## config.mk

```make
export PLATFORM = sky130hd
export DESIGN_NAME = regfile_write_port
export DESIGN_NICKNAME = d
export VERILOG_FILES = /design/src/rtl/regfile_write_port.sv
export SDC_FILE = /design/constraint.sdc
export NUM_CORES = 1
export LEC_CHECK = 0
export ABC_CLOCK_PERIOD_IN_PS = 6100
export BUFFER_PORTS_ARGS = -buffer_cell sky130_fd_sc_hd__buf_2
export CORE_MARGIN = 2
export CORE_UTILIZATION = 35
export CTS_CLUSTER_SIZE = 30
export DETAILED_ROUTE_END_ITERATION = 6
export PLACE_DENSITY = 0.57
export SKIP_CTS_REPAIR_TIMING = 1
export SLEW_MARGIN = 0
export SYNTH_ARGS = -nofsm -noshare
export SYNTH_HDL_FRONTEND = slang
export SYNTH_SLANG_ARGS = --single-unit
```

## constraint.sdc

```tcl
create_clock -name clk -period 6.1 [get_ports clk]
set_clock_uncertainty 0.05 [all_clocks]
set_input_delay 0.305 -clock clk [delete_from_list [all_inputs] [get_ports clk]]
set_output_delay 0.305 -clock clk [all_outputs]
set_load 0.005 [all_outputs]
```

## src/rtl/regfile_write_port.sv

```systemverilog
// Write port for a 32-entry register file: queues write requests in a small FIFO
// and commits one per cycle as a registered one-hot enable plus data, discarding X31.
module regfile_write_port #(
    parameter int WIDTH = 64,
    parameter int DEPTH = 2
) (
    input  logic             clk,
    input  logic             reset_n,
    input  logic             wr_valid,
    output logic             wr_ready,
    input  logic [4:0]       wr_addr,
    input  logic [WIDTH-1:0] wr_data,
    input  logic             hold,
    output logic [31:0]      en,
    output logic [WIDTH-1:0] dout,
    output logic             busy,
    output logic [7:0]       drop_cnt
);

    localparam int PW = $clog2(DEPTH);
    localparam int CW = PW + 1;
    localparam logic [CW-1:0] FULL_COUNT = CW'(DEPTH);

    logic [PW-1:0]    wr_ptr_reg, wr_ptr_next;
    logic [PW-1:0]    rd_ptr_reg, rd_ptr_next;
    logic [CW-1:0]    count_reg, count_next;
    logic [31:0]      en_reg, en_next;
    logic [WIDTH-1:0] dout_reg, dout_next;
    logic [7:0]       drop_cnt_reg, drop_cnt_next;

    logic [4:0]       addr_mem [DEPTH];
    logic [WIDTH-1:0] data_mem [DEPTH];

    logic             push, pop;
    logic [4:0]       head_addr;
    logic [WIDTH-1:0] head_data;
    logic             head_is_zero_reg;
    logic [3:0]       dec_hi;
    logic [7:0]       dec_lo;
    logic [31:0]      head_onehot;

    assign wr_ready = (count_reg < FULL_COUNT);
    assign busy     = (count_reg != '0);
    assign push     = wr_valid && wr_ready;
    assign pop      = busy && !hold;

    // Head is read combinationally so a pop commits in the same edge it is decided.
    assign head_addr        = addr_mem[rd_ptr_reg];
    assign head_data        = data_mem[rd_ptr_reg];
    assign head_is_zero_reg = (head_addr == 5'd31);

    // Storage carries no reset; only the pointers and count define validity.
    always_ff @(posedge clk) begin
        if (push) begin
            addr_mem[wr_ptr_reg] <= wr_addr;
            data_mem[wr_ptr_reg] <= wr_data;
        end
    end

    // 5->32 decode as a 2->4 on the upper bits ANDed with a 3->8 on the lower bits.
    genvar gi;
    generate
        for (gi = 0; gi < 4; gi++) begin : g_dec_hi
            assign dec_hi[gi] = (head_addr[4:3] == 2'(gi));
        end
        for (gi = 0; gi < 8; gi++) begin : g_dec_lo
            assign dec_lo[gi] = (head_addr[2:0] == 3'(gi));
        end
        for (gi = 0; gi < 32; gi++) begin : g_dec_and
            assign head_onehot[gi] = dec_hi[gi / 8] & dec_lo[gi % 8];
        end
    endgenerate

    always_comb begin
        wr_ptr_next   = wr_ptr_reg;
        rd_ptr_next   = rd_ptr_reg;
        count_next    = count_reg;
        en_next       = '0;
        dout_next     = dout_reg;
        drop_cnt_next = drop_cnt_reg;

        if (push) begin
            wr_ptr_next = wr_ptr_reg + PW'(1);
        end
        if (pop) begin
            rd_ptr_next = rd_ptr_reg + PW'(1);
            if (head_is_zero_reg) begin
                if (drop_cnt_reg != 8'hFF) begin
                    drop_cnt_next = drop_cnt_reg + 8'd1;
                end
            end else begin
                en_next   = head_onehot;
                dout_next = head_data;
            end
        end

        case ({push, pop})
            2'b10:   count_next = count_reg + CW'(1);
            2'b01:   count_next = count_reg - CW'(1);
            default: count_next = count_reg;
        endcase
    end

    always_ff @(posedge clk or negedge reset_n) begin
        if (!reset_n) begin
            wr_ptr_reg   <= '0;
            rd_ptr_reg   <= '0;
            count_reg    <= '0;
            en_reg       <= '0;
            dout_reg     <= '0;
            drop_cnt_reg <= '0;
        end else begin
            wr_ptr_reg   <= wr_ptr_next;
            rd_ptr_reg   <= rd_ptr_next;
            count_reg    <= count_next;
            en_reg       <= en_next;
            dout_reg     <= dout_next;
            drop_cnt_reg <= drop_cnt_next;
        end
    end

    assign en       = en_reg;
    assign dout     = dout_reg;
    assign drop_cnt = drop_cnt_reg;

endmodule

```

==> results.md <==
- Rows: between 50 and 60
- Clock tree sinks: 246
- Routability congestion estimate: 0.753
- RR Endpoint: dout[13]
- Mapped cell area: roughly 0.0090 mm^2
- Number of remaining DRC errors: 0
- Crit end category: register
- Period utilization: around 58%
- Peak VDD IR: around 0.00026 V
- IO Pins: approximately 180
- Initial antenna violation count: 1
- Status: completed
- Largest cells by area after synthesis: edfxtp_1, dfrtp_1, mux2_2
- Setup CP Type: reg -> reg
- Avg WL per Cell: 16.5 um
- Startpoint types: register
- Hold Path Stages: 3
- Gr usage total: between 10% and 20%
- Area growth, synth to finish: 30.4%
- Max stage delay on crit path: between 0.8 and 0.9 ns
- Final setup vio count: 0
- Post-route ant nets: 0
- Crit path max-delay cell type: a21oi_4
- R2r startpoint: rd_ptr_reg
- Leakage: 4.81 nW
- CTS tree: built
- CTS root buf: clkbuf_16
- Clk slew on worst S/H paths: approximately 0.060 ns
- Worst Max-Slew Pin Slew: 1.08 ns
- GRT Residual Overflow: 0
- Final #Nets: roughly 840
- Worst Hold Launch: hold
- Layout cells sized above 1: a little under half
- PD cells: approximately 440 mW/mm^2
- Largest net degree at the start of global routing: 70
- YS warnings: 0
- Largest fanout on the critical path: 44
- Yosys cell types: 38
- Syn Inst Count: 500
- Asr flop ratio synth: a little over two fifths
- Filler cells: 2239
- Area leader, netlist: edfxtp_1
- Clock Latency Late Sink: 0.50 ns
- Vias in the first global route: about 5000
- Die Y: between 150 and 200 um
- Vias post-DR: about 5000
- Via density: 4.52
- EDFF count, synth: about 140
- Post-Syn Nets: around 580
- Starting Density: roughly 36%
- Clock Path Buffers: 3
- Required @ worst endpoint: approximately 6.4 ns
- Share of the synthesized area in the top cell type: 45.8%
- WHS Endpoint: rd_ptr_reg
- Core area: ~0.025 mm^2
- Worst Hold Class: in -> reg
- Clock buffer count from CTS: 25
- Total iterations of the first detailed-routing run: 4
- Die Footprint: 0.0271 mm^2
- Synth Register Bits: about 250
- RSZ-0062 raised after global routing: false
- # port buffers: 178
- Pins over their slew limit: 0
- Slew headroom: 28.1%
- Final min period: approximately 3.5 ns
- Die Span X: ~160 um
- Worst Path Arrival: 3.85 ns
- Max FFs per register: 128
- WL final: 18300 um
- Max Cap Viol: 0
- Most common flop cell mapped by yosys: edfxtp_1
- Final core occ: a little under half
- R2r setup slk: about 2.6 ns
- F_max: 0.284 GHz
- Worst r2r path cells: 6
- Setup_tns: 0 ns
- Syn avg cell area: 18.1 um^2
- DP HPWL: around 12000 um
- Most frequent CP cell: buf_4
- Final hold vios: 0
- CP cell instances: buf_4 > nand3_2 > nand2_1 > a21oi_4 > buf_4 > mux2_2
- Initial DRC count: roughly 280
- H-tree depth: 1
- Post-synthesis sequential area ratio: around 76%
- First-pass GRT wire length: 27700 um
-- Yosys cell counts, types with 2 or more instances --
library cell,number
buf_6,6
clkbuf_1,6
dfrtp_1,108
xnor2_1,11
and2_1,2
and3_1,2
inv_1,7
nand3_1,4
ha_1,2
nand2_1,18
mux2_1,5
nand2b_1,2
nor2_1,34
buf_2,3
edfxtp_1,138
nand4_1,4
o32ai_1,4
mux2_2,124
-- stage by stage --
step / total power [mW] / hold WS [ns] / instances / area [um^2] / setup WS (ns)
floorplan: 3.24 / -0.0406 / 500 / 9050 / 2.05
global placement: 3.70 / 0.336 / 996 / 10300 / 2.62
detailed placement: 3.75 / 0.343 / 996 / 10300 / 2.51
CTS: 5.22 / -0.199 / 1041 / 11100 / 2.49
global route: 5.46 / 0.133 / 1112 / 11800 / 2.33
finish: 5.17 / 0.151 / 1112 / 11800 / 2.58
-- power breakdown --
| group | internal [mW] | switching, mW | total [mW] |
|---|---|---|---|
| combinational | 0.685 | 0.586 | 1.27 |
| clock | 0.863 | 0.593 | 1.46 |
| sequential | 2.21 | 0.234 | 2.44 |
| total | 3.76 | 1.41 | 5.17 |
-- worst max-delay path, delay by kind of cell (launching register included) --
family / cells / cell delay [ns]
AND/OR/NAND/NOR: 2 / 0.28
multiplexers: 1 / 0.41
flip-flops: 1 / 0.71
buffers and inverters: 2 / 1.03
AO/OA/AOI/OAI: 1 / 0.83
-- layout by cell type, fill, tap and decap left out, types with 7 or more instances in the layout --
master,instances
mux2_2,124
dfrtp_1,107
nor2_1,33
inv_1,7
xnor2_1,11
buf_2,177
nand2_1,18
dlygate4sd3_1,70
clkbuf_16,27
edfxtp_1,138
-- logic make-up after synthesis --
kind of cell             Yosys count  synth area share (%)
flip-flops                       246                  75.7
multiplexers                     129                  16.1
AND/OR/NAND/NOR                   75                  3.97
buffers and inverters             23                  1.54
AO/OA/AOI/OAI                     12                  1.27
XOR/XNOR                          12                  1.16
adder cells (fa/ha/maj)            2                 0.277
other                              1                0.0415
-- layout make-up --
class,count,area [um^2],share of cell area (%)
Antenna cell,1,2.50,0.0212
Clock buffer,36,759,6.44
Clock inverter,9,47.5,0.403
Inverter,7,26.3,0.223
Multi-Input combinational cell,231,2070,17.6
Sequential cell,246,6850,58.1
Tap cell,330,413,3.50
Timing Repair Buffer,252,1620,13.8
-- how the worst max path moves through the flow --
| stage | startpoint | endpoint | slack [ns] | depth (start not counted) |
|---|---|---|---|---|
| detailed placement | rd_ptr_reg | dout[13] | 2.51 | 6 |
| floorplan | count_reg[1] | addr_mem[0][0] | 2.05 | 3 |
| CTS | rd_ptr_reg | dout[13] | 2.49 | 6 |
| global route | rd_ptr_reg | dout[13] | 2.33 | 6 |
| finish | rd_ptr_reg | dout[13] | 2.58 | 6 |
| global placement | rd_ptr_reg | dout[50] | 2.62 | 6 |
-- routing by layer --
| layer | vias up | part of all wire (%) | track usage (%) | routed length (um) |
|---|---|---|---|---|
| met2 | 134 | 50 | 23.2 | 9220 |
| met5 | - | 0 | 0 | 0 |
| met3 | 27 | 6.3 | 3.57 | 1150 |
| met4 | 0 | 1.8 | 3.08 | 323 |
| li1 | 2358 | - | - | - |
| met1 | 2508 | 42 | 16.0 | 7610 |
(Power assumes the default switching activity.)
